===== src/rtl/mac_vec_acc.sv =====
// Multi-lane dot-product multiply-accumulate engine with valid/ready streams,
// signed/unsigned mode, saturating accumulator, job length counter and sync abort.
module mac_vec_acc #(
    parameter int IN_WIDTH  = 16,
    parameter int LANES     = 4,
    parameter int ACC_WIDTH = 40,
    parameter int LEN_WIDTH = 8
) (
    input  logic                         clk,
    input  logic                         rst_n,
    input  logic                         clear,
    input  logic                         start,
    input  logic [LEN_WIDTH-1:0]         len,
    input  logic                         signed_mode,
    input  logic                         in_valid,
    output logic                         in_ready,
    input  logic [LANES*IN_WIDTH-1:0]    a,
    input  logic [LANES*IN_WIDTH-1:0]    b,
    output logic                         out_valid,
    input  logic                         out_ready,
    output logic [ACC_WIDTH-1:0]         result,
    output logic                         sat_flag,
    output logic                         busy
);

    // state  | meaning
    // IDLE   | waiting for start; last result/sat_flag held
    // ACCUM  | accepting operand beats until the beat counter runs out
    // DRAIN  | last beat accepted, waiting for the final accumulate
    // DONE   | result presented, waiting for out_ready
    localparam logic [1:0] S_IDLE  = 2'd0;
    localparam logic [1:0] S_ACCUM = 2'd1;
    localparam logic [1:0] S_DRAIN = 2'd2;
    localparam logic [1:0] S_DONE  = 2'd3;

    localparam int LOG_L = (LANES > 1) ? $clog2(LANES) : 1;
    localparam int PW    = 2 * IN_WIDTH;
    localparam int LS_W  = PW + LOG_L;
    localparam int SW    = ACC_WIDTH + 1;

    localparam logic [ACC_WIDTH-1:0] MAX_S = {1'b0, {(ACC_WIDTH-1){1'b1}}};
    localparam logic [ACC_WIDTH-1:0] MIN_S = {1'b1, {(ACC_WIDTH-1){1'b0}}};
    localparam logic [ACC_WIDTH-1:0] MAX_U = {ACC_WIDTH{1'b1}};

    logic [1:0]           state_q, state_d;
    logic [ACC_WIDTH-1:0] acc_q, acc_d;
    logic [LS_W-1:0]      lane_sum_q, lane_sum_d;
    logic                 ls_valid_q, ls_valid_d;
    logic [LEN_WIDTH-1:0] cnt_q, cnt_d;
    logic                 signed_q, signed_d;
    logic [ACC_WIDTH-1:0] result_q, result_d;
    logic                 sat_q, sat_d;

    logic [LS_W-1:0]      lane_sum_c;
    logic [IN_WIDTH-1:0]  a_l, b_l;
    logic [PW-1:0]        a_x, b_x, prod;

    // Products are formed on extended operands; the low PW bits are exact in either mode.
    always_comb begin
        lane_sum_c = '0;
        a_l        = '0;
        b_l        = '0;
        a_x        = '0;
        b_x        = '0;
        prod       = '0;
        for (int i = 0; i < LANES; i++) begin
            a_l        = a[i*IN_WIDTH +: IN_WIDTH];
            b_l        = b[i*IN_WIDTH +: IN_WIDTH];
            a_x        = {{IN_WIDTH{signed_q & a_l[IN_WIDTH-1]}}, a_l};
            b_x        = {{IN_WIDTH{signed_q & b_l[IN_WIDTH-1]}}, b_l};
            prod       = a_x * b_x;
            lane_sum_c = lane_sum_c + {{LOG_L{signed_q & prod[PW-1]}}, prod};
        end
    end

    logic [SW-1:0]        ext_sum, acc_x, sum_x;
    logic                 ovf;
    logic [ACC_WIDTH-1:0] acc_add;

    always_comb begin
        ext_sum = {{(SW-LS_W){signed_q & lane_sum_q[LS_W-1]}}, lane_sum_q};
        acc_x   = {signed_q & acc_q[ACC_WIDTH-1], acc_q};
        sum_x   = acc_x + ext_sum;
        acc_add = sum_x[ACC_WIDTH-1:0];
        if (signed_q) begin
            ovf = sum_x[SW-1] ^ sum_x[SW-2];
            if (ovf) acc_add = sum_x[SW-1] ? MIN_S : MAX_S;
        end else begin
            ovf = sum_x[SW-1];
            if (ovf) acc_add = MAX_U;
        end
    end

    always_comb begin
        state_d    = state_q;
        acc_d      = acc_q;
        lane_sum_d = lane_sum_q;
        ls_valid_d = 1'b0;
        cnt_d      = cnt_q;
        signed_d   = signed_q;
        result_d   = result_q;
        sat_d      = sat_q;
        if (clear) begin
            state_d    = S_IDLE;
            acc_d      = '0;
            lane_sum_d = '0;
            cnt_d      = '0;
        end else begin
            if (ls_valid_q) begin
                acc_d = acc_add;
                if (ovf) sat_d = 1'b1;
            end
            case (state_q)
                S_IDLE: begin
                    if (start) begin
                        signed_d = signed_mode;
                        acc_d    = '0;
                        sat_d    = 1'b0;
                        cnt_d    = len;
                        if (len == '0) begin
                            state_d  = S_DONE;
                            result_d = '0;
                        end else begin
                            state_d = S_ACCUM;
                        end
                    end
                end
                S_ACCUM: begin
                    if (in_valid) begin
                        lane_sum_d = lane_sum_c;
                        ls_valid_d = 1'b1;
                        cnt_d      = cnt_q - LEN_WIDTH'(1);
                        if (cnt_q == LEN_WIDTH'(1)) state_d = S_DRAIN;
                    end
                end
                S_DRAIN: begin
                    if (!ls_valid_q) begin
                        state_d  = S_DONE;
                        result_d = acc_q;
                    end
                end
                default: begin
                    if (out_ready) state_d = S_IDLE;
                end
            endcase
        end
    end

    always_ff @(posedge clk or negedge rst_n) begin
        if (!rst_n) begin
            state_q    <= S_IDLE;
            acc_q      <= '0;
            lane_sum_q <= '0;
            ls_valid_q <= 1'b0;
            cnt_q      <= '0;
            signed_q   <= 1'b0;
            result_q   <= '0;
            sat_q      <= 1'b0;
        end else begin
            state_q    <= state_d;
            acc_q      <= acc_d;
            lane_sum_q <= lane_sum_d;
            ls_valid_q <= ls_valid_d;
            cnt_q      <= cnt_d;
            signed_q   <= signed_d;
            result_q   <= result_d;
            sat_q      <= sat_d;
        end
    end

    assign in_ready  = (state_q == S_ACCUM);
    assign out_valid = (state_q == S_DONE);
    assign busy      = (state_q != S_IDLE);
    assign result    = result_q;
    assign sat_flag  = sat_q;

endmodule


===== config.mk =====
export PLATFORM = sky130hd
export DESIGN_NAME = mac_vec_acc
export DESIGN_NICKNAME = d
export VERILOG_FILES = /design/src/rtl/mac_vec_acc.sv
export SDC_FILE = /design/constraint.sdc
export NUM_CORES = 2
export LEC_CHECK = 0
export ABC_AREA = 1
export CORE_MARGIN = 1
export CORE_UTILIZATION = 65
export CTS_CLUSTER_SIZE = 8
export DETAILED_ROUTE_END_ITERATION = 8
export PLACE_DENSITY = 0.84
export SYNTH_ARGS = -nofsm -noshare
export SYNTH_HDL_FRONTEND = slang
export SYNTH_SLANG_ARGS = --single-unit

===== constraint.sdc =====
create_clock -name clk -period 26.6 [get_ports clk]
set_input_delay 5.32 -clock clk [delete_from_list [all_inputs] [get_ports clk]]
set_output_delay 5.32 -clock clk [all_outputs]
set_load 0.05 [all_outputs]

==> metrics.yaml <==
gp_congestion: 1.00
holdPathEnd: "lane_sum_q[11]"
hold_viol: 0
drt_wl_total_microns: 147000
start_util: 0.660
die_area_sq_um: 86400
synth_cells: 7222
grt_overflow: 0
max_cap_viol_count: 0
wl_met3_microns: 11800
worst_hold_path_type: "flip-flop to flip-flop"
grt_max_degree: 81
ant_nets: 0
drc_errors: 0
wl_met2_microns: 71900
synth_ff_type: "dfrtp_1"
cts_buffers: 17
place_hpwl_microns: 123000
cts-root-buf: "clkbuf_16"
syn_to_final_growth_pct: 5.11
critPathRequiredTime_ns: 26.95
cp-end-kind: "flip-flop"
clock-sinks: 127
slew_viol_final: 0
synth_nets: 8968
crit_family: "adder cells"
rr_startpoint: "signed_q"
fmax_ghz: 0.0686
antenna_found_initial: 1
cts_hold_buf: 0
syn_area_sq_um: 55400
yosysUniqueCellTypes: 55
critPathLaunchType: "input pin"
seq_area_frac_synth: 0.0574
r2r_cells: 35
layout-drive-gt1-share: 0.0183
async_flop_share: 1.00
worst-r2r-setup-slack_ns: 16.80
yosys_register_bits: 127
synth_edf_count: 0
run_status: "finished, final reports clean"
grt_pass1_wl_microns: 246000
highest_layer: "met4"
drt_iter0_drc: 3960
die_w_microns: 294
crit_fanout: 18
cp_common_cell: "fa_1"
core_sq_um: 84000
crit_arrival_ns: 14.93
timing.rr.end: "lane_sum_q[27]"
io_buffers: 186
yosys_warnings: 0
mostFrequentLayoutCell: "inv_1"
clock_path_buffers: 2
fp-row-count: 106
criticalPathCategory: "input pin to flip-flop"
min_from: "lane_sum_q[11]"
finalSetupTns_ns: 0
min_path_cells: 2
worst-path-buf-inv: 6
avgRoutedWirePerCell_microns: 17.8
slew_headroom: 0.259
die_h_microns: 294
cts.clk_slew.worst_paths_ns: 0.06
htree_levels: 4
worst_pin_slew_ns: 1.11
setup_viol: 0
fin_crit_sh: 0.548
cts-resized-gates: 0
clock_latency_ns: 0.44
viasPerCell: 5.52
cts_tree: "yes"
avgSynthCellArea_sq_um: 7.67
num_vias: 45687
cts_setup_buffers: 0
track_usage: 0.360
mostFrequentLayoutCells: "inv_1 (2113), nand2_1 (1699), fa_1 (1195)"
fin_nets: 8881
fin_worst_skew_ns: 0.0102
fillers: 6743
period_minus_slack_ns: 14.57
dr.pass1.iters: 6
rsz0062_at_grt: "false"
io_pins: 187
wl_met1_microns: 56100
slowest_delay_ns: 0.87
grt_pass1_vias: 48933
cp_slowest_cell: "clkdlybuf4s50_1"
-- cell type report --
type                       count  area, sq um  share of cell area
timing repair buffer         203         1990              0.0341
clock inverter                13          190             0.00327
multi-input combinational   4668        43100               0.740
sequential                   127         3180              0.0546
antenna                        1         2.50           0.0000430
inverter                    2118         7950               0.137
clock buffer                  17          425             0.00731
tap                         1134         1420              0.0244
-- state kept, by name, indices dropped and copies added, names as in the netlist --
| register | count |
|---|---|
| state_q | 2 |
| acc_q | 40 |
| ls_valid_q | 1 |
| signed_q | 1 |
| sat_flag | 1 |
| cnt_q | 8 |
| lane_sum_q | 34 |
| result | 40 |
-- logic make-up after synthesis --
| family | Yosys count | share of synthesized area |
|---|---|---|
| buffers and inverters | 2427 | 0.166 |
| xor gates and xnor gates | 162 | 0.0259 |
| and+or+nand+nor | 2296 | 0.166 |
| adders and majority gates | 1603 | 0.524 |
| AOI/OAI and AO/OA | 607 | 0.0611 |
| DFF | 127 | 0.0574 |
-- layer usage --
| layer | global-route usage | up-vias |
|---|---|---|
| met5 | 0 | - |
| met1 | 0.457 | 22421 |
| met2 | 0.606 | 2241 |
| met4 | 0.173 | 0 |
| met3 | 0.0527 | 483 |
| li1 | - | 20542 |
-- cells in the mapped netlist (all sizes together), types with 2 or more instances --
master,instances,area share
a211oi,3,0.00050
a21boi,8,0.0012
a21o,30,0.0041
a21oi,254,0.024
a221oi,3,0.00047
a22o,3,0.00047
a22oi,5,0.00068
a31oi,19,0.0021
a32o,2,0.00036
and2,2,0.00023
buf,27,0.0029
clkbuf,282,0.019
dfrtp,127,0.057
fa,1195,0.43
ha,408,0.092
inv,2117,0.14
nand2,1716,0.12
nand3,169,0.016
nand3b,9,0.0012
nand4,26,0.0029
nor2,295,0.021
nor3,36,0.0033
nor4,11,0.0012
o211ai,3,0.00041
o21a,8,0.0011
o21ai,238,0.022
o21bai,22,0.0030
o22ai,2,0.00023
o31ai,3,0.00041
or2,31,0.0035
xnor2,73,0.012
xor2,88,0.014
-- worst reg2reg max path: cells and delay by family (launching register included) --
| kind | cells | cell delay, ns |
|---|---|---|
| compound gates | 6 | 1.12 |
| xor+xnor | 1 | 0.43 |
| fa+ha+maj | 10 | 4.67 |
| buf+inv | 6 | 0.88 |
| flops | 1 | 0.38 |
| simple gates | 12 | 2.23 |
-- worst max-delay path by stage --
stage	startpoint	endpoint	slack, ns	depth (start not counted)
6_report	b[31]	lane_sum_q[27]	12.03	35
5_1_grt	b[31]	lane_sum_q[22]	11.67	34
4_1_cts	b[31]	lane_sum_q[27]	12.30	34
3_5_place_dp	b[31]	lane_sum_q[27]	11.88	34
3_3_place_gp	b[31]	lane_sum_q[22]	12.06	34
2_1_floorplan	a[31]	lane_sum_q[32]	13.58	36
-- through the flow --
| step | setup slack (ns) | hold slack, ns | std cells | utilization | instance area, sq um |
|---|---|---|---|---|---|
| 6_report | 12.03 | 0.509 | 8281 | 0.693 | 58200 |
| 5_1_grt | 11.67 | 0.521 | 8281 | 0.693 | 58200 |
| 4_1_cts | 12.30 | 0.507 | 8280 | 0.693 | 58200 |
| 3_5_place_dp | 11.88 | 0.494 | 8250 | 0.686 | 57600 |
| 3_3_place_gp | 12.06 | 0.484 | 8250 | 0.686 | 57600 |
| 2_1_floorplan | 13.58 | 0.453 | 7222 | - | 55400 |
Power is left out: the tool's default activity adds up to more than one toggle a clock period on the data nets, which glitch-free logic cannot reach.
